==> src/rtl/cpu_pkg.sv <==
// Shared definitions for the 19-bit CPU front end: instruction field layout,
// decoded opcode values and the fetch sequencer state encoding.
package cpu_pkg;

    localparam int unsigned INSTR_W = 19;
    localparam int unsigned ADDR_W  = 5;
    localparam int unsigned OP_MSB  = 18;
    localparam int unsigned OP_LSB  = 15;
    localparam int unsigned OP_W    = OP_MSB - OP_LSB + 1;

    localparam logic [OP_W-1:0] OP_JMP  = 4'b0011;
    localparam logic [OP_W-1:0] OP_BR   = 4'b0100;
    localparam logic [OP_W-1:0] OP_CALL = 4'b0111;
    localparam logic [OP_W-1:0] OP_RET  = 4'b1000;

    typedef enum logic [1:0] {
        ST_IDLE  = 2'd0,
        ST_RUN   = 2'd1,
        ST_FAULT = 2'd2
    } state_t;

endpackage

==> src/rtl/fetch_sequencer_if.sv <==
// Bundle between the fetch sequencer, instruction memory and the datapath.
//   master : environment side (control inputs, memory read data)
//   slave  : the sequencer (fetch address, issued instruction, status)
interface fetch_sequencer_if;
    import cpu_pkg::*;

    logic               start_i;
    logic [ADDR_W-1:0]  start_addr_i;
    logic               stop_i;
    logic               stall_i;
    logic               cond_i;
    logic [INSTR_W-1:0] instruction;
    logic [ADDR_W-1:0]  instr_addr;
    logic [INSTR_W-1:0] ir_o;
    logic               ir_valid_o;
    logic               busy_o;
    logic               fault_o;

    modport master (
        output start_i, start_addr_i, stop_i, stall_i, cond_i, instruction,
        input  instr_addr, ir_o, ir_valid_o, busy_o, fault_o
    );

    modport slave (
        input  start_i, start_addr_i, stop_i, stall_i, cond_i, instruction,
        output instr_addr, ir_o, ir_valid_o, busy_o, fault_o
    );

endinterface

==> src/rtl/ret_stack.sv <==
// Return-address LIFO, RAS_DEPTH entries of ADDR_W bits.
//   i_clr          : empty the stack (pointer to 0)
//   i_push / i_pop : never asserted together; ignored when full / empty
//   i_data         : address to push
//   o_top_c        : current top of stack (combinational)
//   o_full_c       : pointer equals RAS_DEPTH
//   o_empty_c      : pointer equals 0
module ret_stack
    import cpu_pkg::*;
#(
    parameter int unsigned RAS_DEPTH = 4
) (
    input  logic              clk,
    input  logic              rst_n,
    input  logic              i_clr,
    input  logic              i_push,
    input  logic              i_pop,
    input  logic [ADDR_W-1:0] i_data,
    output logic [ADDR_W-1:0] o_top_c,
    output logic              o_full_c,
    output logic              o_empty_c
);

    localparam int unsigned PTR_W = $clog2(RAS_DEPTH + 1);
    localparam int unsigned IDX_W = $clog2(RAS_DEPTH);

    logic [ADDR_W-1:0] r_mem [RAS_DEPTH];
    logic [PTR_W-1:0]  r_ptr;
    logic [IDX_W-1:0]  w_wr_idx;
    logic [IDX_W-1:0]  w_rd_idx;
    logic              w_do_push;
    logic              w_do_pop;

    assign o_full_c  = (r_ptr == PTR_W'(RAS_DEPTH));
    assign o_empty_c = (r_ptr == '0);
    assign w_do_push = i_push && !o_full_c;
    assign w_do_pop  = i_pop && !o_empty_c;
    assign w_wr_idx  = IDX_W'(r_ptr);
    assign w_rd_idx  = IDX_W'(r_ptr - PTR_W'(1));
    assign o_top_c   = r_mem[w_rd_idx];

    // Pointer counts occupied entries.
    always_ff @(posedge clk) begin
        if (!rst_n) begin
            r_ptr <= '0;
        end else if (i_clr) begin
            r_ptr <= '0;
        end else if (w_do_push) begin
            r_ptr <= r_ptr + PTR_W'(1);
        end else if (w_do_pop) begin
            r_ptr <= r_ptr - PTR_W'(1);
        end
    end

    // Storage has no reset; contents are only read below the pointer.
    always_ff @(posedge clk) begin
        if (w_do_push) begin
            r_mem[w_wr_idx] <= i_data;
        end
    end

endmodule

==> src/rtl/fetch_sequencer.sv <==
// Program-flow controller: owns the PC, fetches from a combinational
// instruction memory, registers the issued word and resolves JMP/BR/CALL/RET
// with a hardware return-address stack.
//   clk, rst_n : clock, synchronous active-low reset
//   bus        : control inputs, memory address/data, IR and status outputs
module fetch_sequencer
    import cpu_pkg::*;
#(
    parameter int unsigned RAS_DEPTH = 4
) (
    input  logic               clk,
    input  logic               rst_n,
    fetch_sequencer_if.slave   bus
);

    state_t             r_state;
    state_t             w_state_nxt;
    logic [ADDR_W-1:0]  r_pc;
    logic [INSTR_W-1:0] r_ir;
    logic               r_ir_valid;
    logic               r_busy;
    logic               r_fault;

    logic [ADDR_W-1:0]  w_pc_nxt;
    logic [INSTR_W-1:0] w_ir_nxt;
    logic               w_ir_valid_nxt;
    logic               w_busy_nxt;
    logic               w_fault_nxt;
    logic               w_push;
    logic               w_pop;
    logic               w_clr;

    logic [OP_W-1:0]    w_opcode;
    logic [ADDR_W-1:0]  w_target;
    logic [ADDR_W-1:0]  w_pc_inc;
    logic               w_run_go;
    logic               w_ras_err;
    logic [ADDR_W-1:0]  w_ras_top;
    logic               w_ras_full;
    logic               w_ras_empty;

    assign w_opcode = bus.instruction[OP_MSB:OP_LSB];
    assign w_target = bus.instruction[ADDR_W-1:0];
    assign w_pc_inc = r_pc + ADDR_W'(1);

    // A fetch is consumed only in RUN with neither stop nor stall.
    assign w_run_go  = (r_state == ST_RUN) && !bus.stop_i && !bus.stall_i;
    assign w_ras_err = w_run_go &&
                       (((w_opcode == OP_CALL) && w_ras_full) ||
                        ((w_opcode == OP_RET)  && w_ras_empty));

    ret_stack #(.RAS_DEPTH(RAS_DEPTH)) u_ret_stack (
        .clk       (clk),
        .rst_n     (rst_n),
        .i_clr     (w_clr),
        .i_push    (w_push),
        .i_pop     (w_pop),
        .i_data    (w_pc_inc),
        .o_top_c   (w_ras_top),
        .o_full_c  (w_ras_full),
        .o_empty_c (w_ras_empty)
    );

    // State register.
    always_ff @(posedge clk) begin
        if (!rst_n) begin
            r_state <= ST_IDLE;
        end else begin
            r_state <= w_state_nxt;
        end
    end

    // Next-state logic; stop outranks stall and stack errors.
    always_comb begin
        w_state_nxt = r_state;
        case (r_state)
            ST_IDLE: begin
                if (bus.start_i) begin
                    w_state_nxt = ST_RUN;
                end
            end
            ST_RUN: begin
                if (bus.stop_i) begin
                    w_state_nxt = ST_IDLE;
                end else if (w_ras_err) begin
                    w_state_nxt = ST_FAULT;
                end
            end
            ST_FAULT: begin
                w_state_nxt = ST_FAULT;
            end
            default: begin
                w_state_nxt = ST_IDLE;
            end
        endcase
    end

    // Next values of PC, IR and status plus stack controls.
    always_comb begin
        w_pc_nxt       = r_pc;
        w_ir_nxt       = r_ir;
        w_ir_valid_nxt = r_ir_valid;
        w_fault_nxt    = r_fault;
        w_push         = 1'b0;
        w_pop          = 1'b0;
        w_clr          = 1'b0;
        w_busy_nxt     = (w_state_nxt == ST_RUN);
        case (r_state)
            ST_IDLE: begin
                w_ir_valid_nxt = 1'b0;
                if (bus.start_i) begin
                    w_pc_nxt = bus.start_addr_i;
                    w_clr    = 1'b1;
                end
            end
            ST_RUN: begin
                if (bus.stop_i) begin
                    w_ir_valid_nxt = 1'b0;
                end else if (bus.stall_i) begin
                    w_ir_valid_nxt = r_ir_valid;
                end else if (w_ras_err) begin
                    w_ir_valid_nxt = 1'b0;
                    w_fault_nxt    = 1'b1;
                end else begin
                    w_ir_nxt       = bus.instruction;
                    w_ir_valid_nxt = 1'b1;
                    case (w_opcode)
                        OP_JMP:  w_pc_nxt = w_target;
                        OP_BR:   w_pc_nxt = bus.cond_i ? w_target : w_pc_inc;
                        OP_CALL: begin
                            w_push   = 1'b1;
                            w_pc_nxt = w_target;
                        end
                        OP_RET: begin
                            w_pop    = 1'b1;
                            w_pc_nxt = w_ras_top;
                        end
                        default: w_pc_nxt = w_pc_inc;
                    endcase
                end
            end
            default: begin
                w_fault_nxt = r_fault;
            end
        endcase
    end

    // PC, IR and status registers.
    always_ff @(posedge clk) begin
        if (!rst_n) begin
            r_pc       <= '0;
            r_ir       <= '0;
            r_ir_valid <= 1'b0;
            r_busy     <= 1'b0;
            r_fault    <= 1'b0;
        end else begin
            r_pc       <= w_pc_nxt;
            r_ir       <= w_ir_nxt;
            r_ir_valid <= w_ir_valid_nxt;
            r_busy     <= w_busy_nxt;
            r_fault    <= w_fault_nxt;
        end
    end

    assign bus.instr_addr = r_pc;
    assign bus.ir_o       = r_ir;
    assign bus.ir_valid_o = r_ir_valid;
    assign bus.busy_o     = r_busy;
    assign bus.fault_o    = r_fault;

endmodule

==> src/flat_wrapper.sv <==
// flat-port wrapper written by rule: the top's interface ports become plain ports
module fetch_sequencer_flat import cpu_pkg::*;
#(
    parameter int unsigned RAS_DEPTH = 4
)
  (clk, rst_n, bus_start_i, bus_start_addr_i, bus_stop_i, bus_stall_i, bus_cond_i, bus_instruction, bus_instr_addr, bus_ir_o, bus_ir_valid_o, bus_busy_o, bus_fault_o);
  fetch_sequencer_if bus_i ();
  input  logic clk;
  input  logic rst_n;
  input wire logic [$bits(bus_i.start_i)-1:0] bus_start_i;
  input wire logic [$bits(bus_i.start_addr_i)-1:0] bus_start_addr_i;
  input wire logic [$bits(bus_i.stop_i)-1:0] bus_stop_i;
  input wire logic [$bits(bus_i.stall_i)-1:0] bus_stall_i;
  input wire logic [$bits(bus_i.cond_i)-1:0] bus_cond_i;
  input wire logic [$bits(bus_i.instruction)-1:0] bus_instruction;
  output wire logic [$bits(bus_i.instr_addr)-1:0] bus_instr_addr;
  output wire logic [$bits(bus_i.ir_o)-1:0] bus_ir_o;
  output wire logic [$bits(bus_i.ir_valid_o)-1:0] bus_ir_valid_o;
  output wire logic [$bits(bus_i.busy_o)-1:0] bus_busy_o;
  output wire logic [$bits(bus_i.fault_o)-1:0] bus_fault_o;
  assign bus_i.start_i = bus_start_i;
  assign bus_i.start_addr_i = bus_start_addr_i;
  assign bus_i.stop_i = bus_stop_i;
  assign bus_i.stall_i = bus_stall_i;
  assign bus_i.cond_i = bus_cond_i;
  assign bus_i.instruction = bus_instruction;
  assign bus_instr_addr = bus_i.instr_addr;
  assign bus_ir_o = bus_i.ir_o;
  assign bus_ir_valid_o = bus_i.ir_valid_o;
  assign bus_busy_o = bus_i.busy_o;
  assign bus_fault_o = bus_i.fault_o;
  fetch_sequencer #(.RAS_DEPTH(RAS_DEPTH)) u_core (.clk(clk), .rst_n(rst_n), .bus(bus_i));
endmodule
==> config.mk <==
export PLATFORM = sky130hd
export DESIGN_NAME = fetch_sequencer_flat
export DESIGN_NICKNAME = d
export VERILOG_FILES = /design/src/rtl/cpu_pkg.sv /design/src/rtl/fetch_sequencer_if.sv /design/src/rtl/ret_stack.sv /design/src/rtl/fetch_sequencer.sv /design/src/flat_wrapper.sv
export SDC_FILE = /design/constraint.sdc
export NUM_CORES = 1
export LEC_CHECK = 0
export ABC_AREA = 1
export CORE_AREA = 2 2 114 94
export DETAILED_ROUTE_END_ITERATION = 16
export DIE_AREA = 0 0 116 96
export GPL_TIMING_DRIVEN = 0
export SYNTH_ARGS = -nofsm -noshare
export SYNTH_HDL_FRONTEND = slang
export SYNTH_HIERARCHICAL = 1
export SYNTH_SLANG_ARGS = --single-unit
==> constraint.sdc <==
create_clock -name clk -period 2.8 [get_ports clk]
set_clock_uncertainty 0.2 [all_clocks]
set_input_delay 0.56 -clock clk [delete_from_list [all_inputs] [get_ports clk]]
set_output_delay 0.56 -clock clk [all_outputs]
set_load 0.02 [all_outputs]
=== Yosys cells after proc, flatten, opt, wreduce, memory -nomap -nowiden ===
Memory sizes are Yosys's and may differ from the RTL's.
Cells that the tools add are included.

* Register bits: 32
* Bits in writable memories: 20
* Input bits: 30
* Output and inout bits: 27
* Word-level logic and storage cells: 81
* Memories: 1

* Add/subtract/negate cells: 3
* Equal/unequal tests: 13
* Mux-type cells: 31
* Bitwise operators: 4
* Reduce and logical (&&, ||, !) cells: 22

{| class="wikitable"
|+ Memory list
! name !! depth !! bits a word !! rd ports !! clocked after memory_dff !! wr ports !! RTL line !! text
|-
| u_core.u_ret_stack.r_mem || 4 || 5 || 1 || 0 || 1 || ret_stack.sv:27 || <nowiki>logic [ADDR_W-1:0] r_mem [RAS_DEPTH];</nowiki>
|}

{| class="wikitable"
|+ Operators by type and width
! kind !! count
|-
| $mux W5 || 5
|-
| $mux W1 || 17
|-
| $pmux W5 S3 || 1
|-
| $pmux W5 S2 || 1
|-
| $eq A4 B3 Y1 const B || 2
|-
| $ne A2 B2 Y1 const B || 4
|-
| $reduce_and A4 Y1 || 2
|-
| $logic_and A1 B1 Y1 || 7
|-
| $mux W2 || 3
|-
| $mux W3 || 2
|-
| $pmux W2 S3 || 1
|-
| $add A5 B1 Y5 const B || 1
|-
| $reduce_and A5 Y1 || 1
|-
| $eq A2 B1 Y1 const B || 2
|-
| $eq A4 B2 Y1 const B || 1
|-
| $eq A4 B4 Y1 const B || 1
|-
| $logic_not A1 Y1 || 4
|-
| $not A1 Y1 || 4
|-
| $reduce_bool A2 Y1 || 2
|-
| $reduce_or A2 Y1 || 2
|-
| $add A3 B1 Y3 const B || 1
|-
| $eq A3 B3 Y1 const B || 1
|-
| $logic_not A3 Y1 || 1
|-
| $ne A3 B3 Y1 const B || 1
|-
| 6 further kinds || 6
|}

=== Longest topological paths before layout ===
Gate-level depths: netlist of run 1.

* Word-level depth: 11
* Depth in mapped cells: 15
* Mapped depth without buffers: 13

=== By module ===
Netlist of run 1, hierarchy kept.

{| class="wikitable"
|+ By module, submodules not included
! module !! times used !! cells each !! area an instance (um^2) !! sequential area each (um^2)
|-
| fetch_sequencer || 1 || 196 || 1415.1 || 580.6
|-
| ret_stack || 1 || 97 || 1042.2 || 660.6
|}

=== Least setup slack after synthesis of run 1 ===
OpenSTA, ideal clock, no wires.

* Path kind: reg-to-reg
* From: reg u_core.u_ret_stack.r_ptr[0]
* To: mem u_core.u_ret_stack.r_mem[3][0], enable pin
* Library setup time: 0.340 ns
* Arrival: 1.962 ns
* Path slack: 0.299 ns
* Cell stages (with the launch flop): 12
* Path buffers: 2
* Cell sequence: dfxtp_1 inv_1 buf_2 ha_1 ha_1 nand4_2 nand3_4 buf_6 nand3b_1 inv_1 nand2_4 nor2_1

* Word-level cells in the longest chain between the ends: 11

{| class="wikitable"
|+ Ends and longest elaborated chain
! what !! RTL line !! text
|-
| from (decl) || ret_stack.sv:28 || <nowiki>logic [PTR_W-1:0] r_ptr;</nowiki>
|-
| from (signal assigned) || ret_stack.sv:49 || <nowiki>r_ptr <= r_ptr + PTR_W'(1);</nowiki>
|-
| from (signal assigned) || ret_stack.sv:51 || <nowiki>r_ptr <= r_ptr - PTR_W'(1);</nowiki>
|-
| $logic_not A3 Y1 || ret_stack.sv:35 || <nowiki>assign o_empty_c = (r_ptr == '0);</nowiki>
|-
| via u_core.w_ras_empty || fetch_sequencer.sv:40 || <nowiki>logic w_ras_empty;</nowiki>
|-
| $logic_and A1 B1 Y1 || fetch_sequencer.sv:50 || <nowiki>((w_opcode == OP_RET) && w_ras_empty));</nowiki>
|-
| $logic_or A1 B1 Y1 || fetch_sequencer.sv:49 || <nowiki>(((w_opcode == OP_CALL) && w_ras_full) ||</nowiki>
|-
| $logic_and A1 B1 Y1 || fetch_sequencer.sv:48 || <nowiki>assign w_ras_err = w_run_go &&</nowiki>
|-
| $mux W1 || fetch_sequencer.sv:121 || <nowiki>end else if (w_ras_err) begin</nowiki>
|-
| $mux W1 || fetch_sequencer.sv:119 || <nowiki>end else if (bus.stall_i) begin</nowiki>
|-
| $mux W1 || fetch_sequencer.sv:117 || <nowiki>if (bus.stop_i) begin</nowiki>
|-
| $mux W1 || fetch_sequencer.sv:108 || <nowiki>case (r_state)</nowiki>
|-
| via u_core.w_push || fetch_sequencer.sv:29 || <nowiki>logic w_push;</nowiki>
|-
| $logic_and A1 B1 Y1 || ret_stack.sv:36 || <nowiki>assign w_do_push = i_push && !o_full_c;</nowiki>
|-
| $mux W1 || ret_stack.sv:57 || <nowiki>if (w_do_push) begin</nowiki>
|-
| $mux W1 (not written as such) || ret_stack.sv:58 || <nowiki>r_mem[w_wr_idx] <= i_data;</nowiki>
|-
| to (decl) || ret_stack.sv:27 ||
|}

The timed path passes the listed nets, and every way through them passes these cells.

=== Worst setup path in the final report of run 1 ===
* From: reg u_core.u_ret_stack.r_ptr[0]
* To: mem u_core.u_ret_stack.r_mem[0][4], enable pin

Same word-level chain as after synthesis.

==> results of run 1 <==
## what timing repair did
| item | in CTS | in global routing |
|---|---|---|
| setup endpoints to repair | 20 | 22 |
| resized for setup | 0 | 10 |
| pin swaps | 0 | 2 |
| buffers inserted | 0 | 2 |
## cells by family (layout without fill, tap and decap cells)
group	after synthesis	count (layout)	synth area share, %
AO/OA/AOI/OAI	69	69	14.4
XOR/XNOR	3	3	1.07
adder cells (fa/ha/maj)	7	7	3.56
buffers and inverters	54	119	9.22
flip-flops	52	52	50.5
AND/OR/NAND/NOR	108	108	21.2
## cells in the final DEF (no fill, tap or decap), drive strengths merged, types with 2 or more instances in the layout
cell,netlist,layout
ha,7,7
nand4,5,5
dfxtp,32,32
nand3,21,21
nand2,46,46
nor2,32,32
inv,44,44
o22ai,5,5
nand3b,3,3
edfxtp,20,20
buf,7,8
o21ai,29,29
clkdlybuf4s50,0,55
clkbuf,3,10
xnor2,2,2
a21oi,34,34
## area by class of cell
type,count,area (sq um)
fillers,1067,6600
repair buffers,57,566
flip-flops and latches,52,1240
multi-input cells,187,1020
inverters,44,165
well taps,140,175
plain buffers,10,63.8
clock buffers,6,129
clock inverters,2,35.0
## worst max-delay path, cell delays in order (launching register included)
cell	delay, ns
dfxtp_2	0.37
inv_1	0.09
clkbuf_4	0.20
ha_1	0.23
ha_1	0.21
nand4_2	0.12
nand3_4	0.10
buf_6	0.15
nand3b_1	0.15
inv_1	0.11
nand2_4	0.13
nor2_4	0.23
## cells in the mapped netlist, drive strengths merged
library cell   n
nand4          5
xor2           1
clkbuf         3
o21ai         29
or2            1
nand2         46
nand3         21
nand3b         3
inv           44
o211ai         1
edfxtp        20
buf            7
o22ai          5
dfxtp         32
ha             7
a21oi         34
xnor2          2
nor2          32
## where the power goes
group          total, mW  internal [mW]  switching, mW
clock network      0.681          0.420          0.262
registers          0.826          0.811         0.0153
logic              0.225          0.103          0.122
total               1.73           1.33          0.399
## metal layers
metal  part of all wire (%)  wire length (microns)
met1                     49                   3070
met2                     44                   2720
met3                    6.7                    417
met4                   0.13                      8
met5                      0                      0
## worst min-delay path by stage
stage / start / endpoint / slack, ns / depth (start not counted)
5_1_grt: u_core/bus.ir_o[2] / u_core/bus.ir_o[2] / 0.27 / 2
4_1_cts: u_core/bus.ir_o[1] / u_core/bus.ir_o[1] / 0.25 / 2
2_1_floorplan: u_core/r_state[1] / u_core/r_state[1] / 0.28 / 2
6_report: u_core/bus.ir_o[1] / u_core/bus.ir_o[1] / 0.25 / 2
3_5_place_dp: u_core/bus.ir_o[10] / u_core/bus.ir_o[10] / 0.24 / 2
3_3_place_gp: u_core/bus.ir_o[8] / u_core/bus.ir_o[8] / 0.23 / 2
## sequential cells by signal (all words and copies together), names as in the netlist
| name | flops |
|---|---|
| u_core/u_ret_stack/r_mem | 20 |
| u_core/bus.ir_o | 19 |
| u_core/bus.instr_addr | 5 |
| u_core/u_ret_stack/r_ptr | 3 |
| u_core/r_state | 2 |
| u_core/bus.busy_o | 1 |
| u_core/bus.fault_o | 1 |
| u_core/bus.ir_valid_o | 1 |
## per-stage QoR
step	worst slack, ns	util [%]	setup TNS, ns	instances
floorplan	0.299	-	0	293
global placement	-0.264	31.9	-4.69	488
detailed placement	-0.260	31.9	-5.04	488
CTS	-0.164	33.5	-3.09	496
global route	0.0192	34.0	0	498
finish	0.178	34.0	0	498
==> qor.yml, run 1 <==
grt_max_degree: 16
vias: 2164
vdd_drop_max_mv: 0.196
fin_area_sq_um: 3400
critPathMaxFanout: 12
slew_violations: 0
yosysSeqAreaShare_pct: 50.5
place_area_sq_um: 3180
end_kind: "flip-flop"
maxSlewHeadroom_pct: 66.2
tightest_slew_ns: 0.506
cts-root-buf: "clkbuf_16"
finalCritPeriodShare_pct: 93.7
leakagePower_nw: 1.27
finalSetupViolCount: 0
die_y_microns: 96
hold_violations: 0
hold_class: "flip-flop to flip-flop"
area_growth_pct: 38.2
rr_worst_depth: 11
syn_avg_cell_area_sq_um: 8.39
critPathRequiredTime_ns: 2.58
dp_hpwl_mm: 4.71
ys_types: 28
arrival_ns: 2.40
cts.sinks: 52
numCtsBuffers: 5
clockBufferDepth: 2
finalWirelength_mm: 6.21
rsz0062_at_grt: "false"
yosysTopAreaCell: "dfxtp_1"
globalRouteMet3Util_pct: 3.84
syn-cell-area_sq_um: 2460
die_width_microns: 116
io_pins: 57
nNetsFinal: 394
startpoint: "u_core/u_ret_stack/r_ptr[0]"
ant_nets: 0
fin_hold_ws_ns: 0.248
rows: 33
period_needed_ns: 2.62
r2r_start: "u_core/u_ret_stack/r_ptr[0]"
drive_above_1_share_pct: 9.50
use_met1_pct: 16.1
synth_nets: 330
initial_core_util_pct: 24.6
core_area_sq_um: 9990
drcViolationCount: 0
synth_top_area_share_pct: 26.1
p_per_area_nw_per_um2: 510
grt_usage_pct: 11.2
timing.rr.end: "u_core/u_ret_stack/r_mem[0][4]"
grt_use_met2_pct: 16.5
grt_pass1_vias: 1974
synthTopCellsByArea: "dfxtp_1 26%, edfxtp_1 24%, a21oi_1 6.9%"
clk_pin_slew_ns: 0.07
ff2ff_setup_slack_ns: 0.18
fmaxAchievable_mhz: 381
insertion_delay_ns: 0.29
path_class: "flip-flop to flip-flop"
drtIter0Drc: 175
place_congestion: 0.797
grt-busiest-layer: "met2"
diodes: 0
outcome: "finished clean"
ys_warn_count: 6
start_kind: "flip-flop"
grt_antenna_before_repair: 0
cts_tree: "done"
drt-wirelength-per-cell_microns: 12.5
dr.pass1.iters: 5
avgViaCountPerCell: 4.35
overflow: 0
crit_end: "u_core/u_ret_stack/r_mem[0][4]"
ctsHoldBuffers: 0
portBuffers: 55
netlist_instances: 293
grt_first_pass_wirelength_mm: 9.71
finalPower_mw: 1.73
die_area_sq_um: 11100
htreeDepth: 2
drv_cap: 0
ys_seq_elements: 52
(Power assumes the default switching activity.)
==> inputs of run 2 (changes only) <==
- PLACE_DENSITY: not set -> 0.47
==> qor.yml, run 2 (synthesis results as in run 1) <==
outcome: "finished clean"
core_area_sq_um: 9990  # unchanged
leakagePower_nw: 1.28  # +0.79%
r2r_start: "u_core/u_ret_stack/r_ptr[0]"
period_needed_ns: 2.65  # +0.0237 ns
portBuffers: 55  # unchanged
ant_nets: 0  # unchanged
seq_area_sq_um: 1240  # unchanged
cts-root-buf: "clkbuf_16"
drt-wirelength-per-cell_microns: 13.1  # +4.8%
nNetsFinal: 394  # unchanged
p_comb_share_pct: 12.8  # -0.2 points
die_width_microns: 116  # unchanged
place_congestion: 0.762  # -4.4%
grt_antenna_before_repair: 0  # unchanged
layout_commonest_cell: "clkdlybuf4s50_1"
start_kind: "flip-flop"
fmaxAchievable_mhz: 378  # -0.89%
drv_cap: 0  # unchanged
grt_usage_pct: 11.7  # +0.54 points
vdd_drop_max_mv: 0.277  # +41%
multi_input_area_sq_um: 1020  # unchanged
finalSetupViolCount: 0  # unchanged
p_per_area_nw_per_um2: 515  # +0.93%
area_growth_pct: 38.3
power.internal_mw: 1.34  # +0.15%
numCtsBuffers: 5  # unchanged
layout_common_cells: "55 x clkdlybuf4s50_1, 43 x nand2_1, 42 x inv_1, 34 x a21oi_1, 31 x dfxtp_1"
clockBufferDepth: 2  # unchanged
io_pins: 57  # unchanged
diodes: 0  # unchanged
hold_violations: 0  # unchanged
cts.sinks: 52  # unchanged
finalSetupTns_ns: 0  # unchanged
vias: 2087  # -3.6%
dp_hpwl_mm: 4.82  # +2.3%
top_register: "u_core/u_ret_stack/r_mem"
maxSlewHeadroom_pct: 66.2  # -0.074 points
seq_power_share_pct: 47.2  # -0.5 points
avgViaCountPerCell: 4.19  # -3.6%
netSwitchingFraction_pct: 23.7  # +0.68 points
critPathRequiredTime_ns: 2.58  # about the same
drcViolationCount: 0  # unchanged
grt_max_degree: 17  # +1
hold_class: "flip-flop to flip-flop"
worstPathCellList: "inv_1 -> clkbuf_4 -> ha_1 -> ha_1 -> nand4_2 -> nand3_4 -> buf_6 -> nand3b_1 -> inv_1 -> nand2_4 -> nor2_4"
htreeDepth: 2  # unchanged
drtIter0Drc: 121  # -31%
drive_above_1_share_pct: 9.50  # unchanged
path_buf_inv: 4  # unchanged
initial_core_util_pct: 24.6  # unchanged
finalPower_mw: 1.75  # +1.0%
power.switching_mw: 0.415  # +4.0%
fillers: 1079  # +1.1%
die_y_microns: 96  # unchanged
cts_tree: "done"
arrival_ns: 2.43  # +0.03 ns
crit_family: "simple AND/OR/NAND/NOR gates"
clk_pin_slew_ns: 0.07  # about the same
tightest_slew_ns: 0.507  # +0.00111 ns
grt_pass1_vias: 2019  # +2.3%
rows: 33  # unchanged
largest_reg_flops: 20  # unchanged
grt_first_pass_wirelength_mm: 9.99  # +2.9%
insertion_delay_ns: 0.28  # about the same
dr.pass1.iters: 5  # unchanged
crit_slowest_cell: "dfxtp_2"
hp-start: "u_core/bus.ir_o[2]"
finalWirelength_mm: 6.51  # +4.8%
path_class: "flip-flop to flip-flop"
finalCritPeriodShare_pct: 94.5  # +0.85 points
slowest_delay_ns: 0.36  # about the same
startpoint: "u_core/u_ret_stack/r_ptr[0]"
slew_violations: 0  # unchanged
p_clk_share_pct: 40.0  # +0.7 points
overflow: 0  # unchanged
die_area_sq_um: 11100  # unchanged
critPathMaxFanout: 12  # unchanged
fin_hold_ws_ns: 0.247  # -0.000785 ns
end_kind: "flip-flop"
## run 2: changes by cell type in the layout (fill, tap and decap cells not counted)
cell and change:
clkbuf_1 -1, inv_6 +1, clkinvlp_2 -1, inv_1 +1
## run 2: power by group through the flow
stage / clock network, mW / registers (mW) / logic, mW
floorplan: 0 / 0.862 / 0.0921
detailed placement: 0 / 0.843 / 0.224
CTS: 0.718 / 0.826 / 0.225
global placement: 0 / 0.844 / 0.223
global route: 0.737 / 0.829 / 0.246
finish: 0.699 / 0.826 / 0.225
## run 2: stage by stage
| step | util (%) | worst slack, ns | std cells | area (sq um) |
|---|---|---|---|---|
| 3_3_place_gp | 31.9 | -0.312 | 488 | 3180 |
| 4_1_cts | 33.6 | -0.0703 | 496 | 3360 |
| 5_1_grt | 34.0 | -0.00203 | 498 | 3400 |
| 2_1_floorplan | - | 0.299 | 293 | 2460 |
| 3_5_place_dp | 31.9 | -0.303 | 488 | 3180 |
| 6_report | 34.0 | 0.154 | 498 | 3400 |
## run 2: cell type report
type,count,area share [%]
tap,140,5.15
clock inverter,3,1.25
buffer,10,1.88
timing repair buffer,57,16.6
clock buffer,5,3.68
sequential,52,36.5
multi-input combinational,187,30.0
inverter,44,4.86
## run 2: timing repair
| action | CTS | global route |
|---|---|---|
| buffers inserted | 0 | 2 |
| endpoints found under the setup margin | 20 | 21 |
| hold buffers | 0 | 0 |
| resized for setup | 4 | 6 |
| pin swaps | 0 | 2 |
## run 2: tightest hold or removal path: stages (launching register included)
cell	delay [ns]
dfxtp_1	0.31
inv_1	0.05
a21oi_1	0.05
## run 2: routing by layer
layer,GRT usage (%),vias to the layer above,part of all wire (%)
met5,0,-,0
met4,3.67,0,1.2
met3,2.46,4,4.1
met2,17.6,43,44
met1,16.9,947,51
li1,-,1093,-
## run 2: path summary, 6_finish.rpt
kind | endpoint | slack, ns | depth (start not counted)
worst max-delay path | u_core/u_ret_stack/r_mem[3][0] | 0.15 | 11
worst min-delay path | u_core/bus.ir_o[2] | 0.25 | 2
worst min register to register | u_core/bus.ir_o[2] | 0.25 | 2
worst max register to register | u_core/u_ret_stack/r_mem[3][0] | 0.15 | 11
==> inputs of run 3 (changes only) <==
- ABC_AREA: 1 -> not set
==> qor.yml, run 3 <==
insertion_delay_ns: 0.29  # about the same
numCtsBuffers: 5  # unchanged
start_kind: "input port"
synthSimpleGateAreaFrac_pct: 18.4  # -2.8 points
drt-wirelength-per-cell_microns: 13.7  # +4.8%
nNetsFinal: 339  # -14%
vdd_drop_max_mv: 0.245  # -11%
ys_seq_elements: 52  # unchanged
clockBufferDepth: 2  # unchanged
drcViolationCount: 0  # unchanged
dr.pass1.iters: 4  # -1
tightest_slew_ns: 0.785  # +0.278 ns
grt_pass1_vias: 1955  # -3.2%
initial_core_util_pct: 24.4  # -0.15 points
outcome: "finished clean"
finalPower_mw: 1.65  # -5.7%
drtIter0Drc: 66  # -45%
globalRouteMet3Util_pct: 3.78  # +1.3 points
synth_top_area_share_pct: 26.2  # +0.16 points
vias: 1919  # -8.0%
period_needed_ns: 2.71  # +0.0667 ns
hold_class: "flip-flop to flip-flop"
avgViaCountPerCell: 4.33  # +3.4%
ys_warn_count: 6  # unchanged
cts-root-buf: "clkbuf_16"
synth_xor_area_share_pct: 1.08  # +0.0066 points
grt_usage_pct: 11.7  # -0.055 points
place_congestion: 0.826  # +8.3%
rsz0062_at_grt: "false"
slew_violations: 0  # unchanged
fin_area_sq_um: 3450  # +1.5%
ant_nets: 0  # unchanged
io_pins: 57  # unchanged
synthTopCellsByCount: "45 x nand2_1, 32 x dfxtp_1, 20 x edfxtp_1"
p_per_area_nw_per_um2: 478  # -7.1%
portBuffers: 56  # +1.8%
fmaxAchievable_mhz: 369  # -2.5%
synthMuxAreaShare_pct: 4.61  # +4.6 points
synth_top_family_by_area: "simple AND/OR/NAND/NOR gates"
synthAdderAreaFrac_pct: 3.59  # +0.022 points
syn-cell-area_sq_um: 2440  # -0.61%
finalSetupViolCount: 0  # unchanged
area_growth_pct: 41.2
syn_avg_cell_area_sq_um: 10.7  # +27%
critPathRequiredTime_ns: 2.61  # +0.03 ns
diodes: 0  # unchanged
ys_types: 47  # +68%
synth_nets: 266  # -19%
async_flop_share_pct: 0  # unchanged
arrival_ns: 2.52  # +0.09 ns
grt-busiest-layer: "met2"
clk_pin_slew_ns: 0.07  # about the same
leakagePower_nw: 1.23  # -4.2%
layout_common_cells: "51 x clkdlybuf4s50_1, 45 x nand2_1, 32 x dfxtp_1, 20 x edfxtp_1, 13 x a21boi_0"
rows: 33  # unchanged
yosysTopAreaCell: "dfxtp_1"
dp_hpwl_mm: 4.45  # -7.5%
ctsHoldBuffers: 0  # unchanged
place_area_sq_um: 3180  # -0.16%
synth_edf_count: 20  # unchanged
die_width_microns: 116  # unchanged
core_area_sq_um: 9990  # unchanged
layout_commonest_cell: "clkdlybuf4s50_1"
finalCritPeriodShare_pct: 96.9  # +2.4 points
htreeDepth: 2  # unchanged
hold_violations: 0  # unchanged
overflow: 0  # unchanged
grt_antenna_before_repair: 0  # unchanged
yosysMostFrequentCell: "nand2_1"
die_area_sq_um: 11100  # unchanged
drive_above_1_share_pct: 14.5  # +5.0 points
grt_first_pass_wirelength_mm: 9.94  # -0.49%
finalWirelength_mm: 6.07  # -6.8%
largest_reg_flops: 20  # unchanged
die_y_microns: 96  # unchanged
top_register: "u_core/u_ret_stack/r_mem"
ff2ff_setup_slack_ns: 0.21  # +0.06 ns
grt_max_degree: 20  # +3
grt_use_met2_pct: 17.9  # +0.34 points
cts_tree: "done"
use_met1_pct: 15.9  # -1.0 points
end_kind: "flip-flop"
critPathMaxFanout: 5  # -7
synth_ff_type: "dfxtp_1"
maxSlewHeadroom_pct: 47.1  # -19 points
netlist_instances: 229  # -22%
drv_cap: 0  # unchanged
yosysSeqAreaShare_pct: 50.8  # +0.31 points
cts.sinks: 52  # unchanged
synthTopCellsByArea: "dfxtp_1 26%, edfxtp_1 25%, nand2_1 6.9%"
path_class: "input port to flip-flop"
synth_compound_area_share_pct: 17.2  # +2.8 points
==> run 3: cell types whose count changed in the layout (fill, tap and decap cells not counted), moves of 7 or more <==
cell,change
inv_1,-32
a21boi_0,+13
nor2_1,-15
a21boi_1,+7
a21oi_1,-29
o21ai_1,-10
buf_4,+8
o21ai_0,-12
nand3_1,-16
nor2_4,-7
==> run 3: cell families (layout without fill, tap and decap cells) <==
group / after synthesis / in the layout
compound gates: 55 / 55
xor+xnor: 3 / 3
fa+ha+maj: 7 / 7
buf+inv: 20 / 94
flops: 52 / 52
mux: 5 / 5
simple gates: 87 / 87
==> run 3: where the power goes <==
group | internal, mW | switching (mW)
registers | 0.804 | 0.0134
clock network | 0.345 | 0.297
logic | 0.0960 | 0.0943
total | 1.25 | 0.405
==> run 3: stage by stage <==
| stage | setup TNS (ns) | utilization [%] | hold slack (ns) | cells | worst slack [ns] |
|---|---|---|---|---|---|
| finish | 0 | 34.5 | 0.256 | 443 | 0.0872 |
| detailed placement | -12.09 | 31.8 | 0.248 | 425 | -0.546 |
| CTS | 0 | 33.9 | 0.258 | 437 | 0.00674 |
| floorplan | 0 | - | 0.317 | 229 | 0.0606 |
| global placement | -12.08 | 31.8 | 0.242 | 425 | -0.546 |
| global route | 0 | 34.5 | 0.277 | 443 | 0.0194 |
==> run 3: cell type report <==
cell class | count | area [sq um]
fill | 1065 | 6540
sequential | 52 | 1240
multi-input combinational | 157 | 1120
timing repair buffer | 67 | 653
tap | 140 | 175
clock buffer | 5 | 125
buffer | 9 | 67.6
inverter | 10 | 37.5
clock inverter | 3 | 28.8
==> run 3: critical path, cell delays in order <==
cell             delay [ns]
clkdlybuf4s50_1        0.42
or4b_4                 0.53
a221oi_4               0.23
buf_6                  0.13
and2_4                 0.13
a21boi_4               0.20
buf_6                  0.13
and2_4                 0.19
==> run 3: final timing paths <==
kind / start / to / cells after the start
setup / recovery: bus_stop_i / u_core/u_ret_stack/r_mem[3][4] / 8
setup reg to reg: u_core/u_ret_stack/r_ptr[0] / u_core/u_ret_stack/r_mem[3][4] / 10
hold / removal: u_core/bus.ir_o[4] / u_core/bus.ir_o[4] / 2
hold reg to reg: u_core/bus.ir_o[4] / u_core/bus.ir_o[4] / 2
==> run 3: timing repair <==
action / in CTS / in global routing
gates cloned: 0 / 1
gates resized for setup: 7 / 8
setup endpoints to repair: 23 / 26
pin swaps: 1 / 3
buffers inserted: 5 / 5
==> run 3: routing by layer <==
metal,vias up,wire (microns),part of all wire [%]
met4,0,53,0.87
met1,896,2960,49
li1,967,-,-
met5,-,0,0
met3,5,401,6.6
met2,51,2650,44
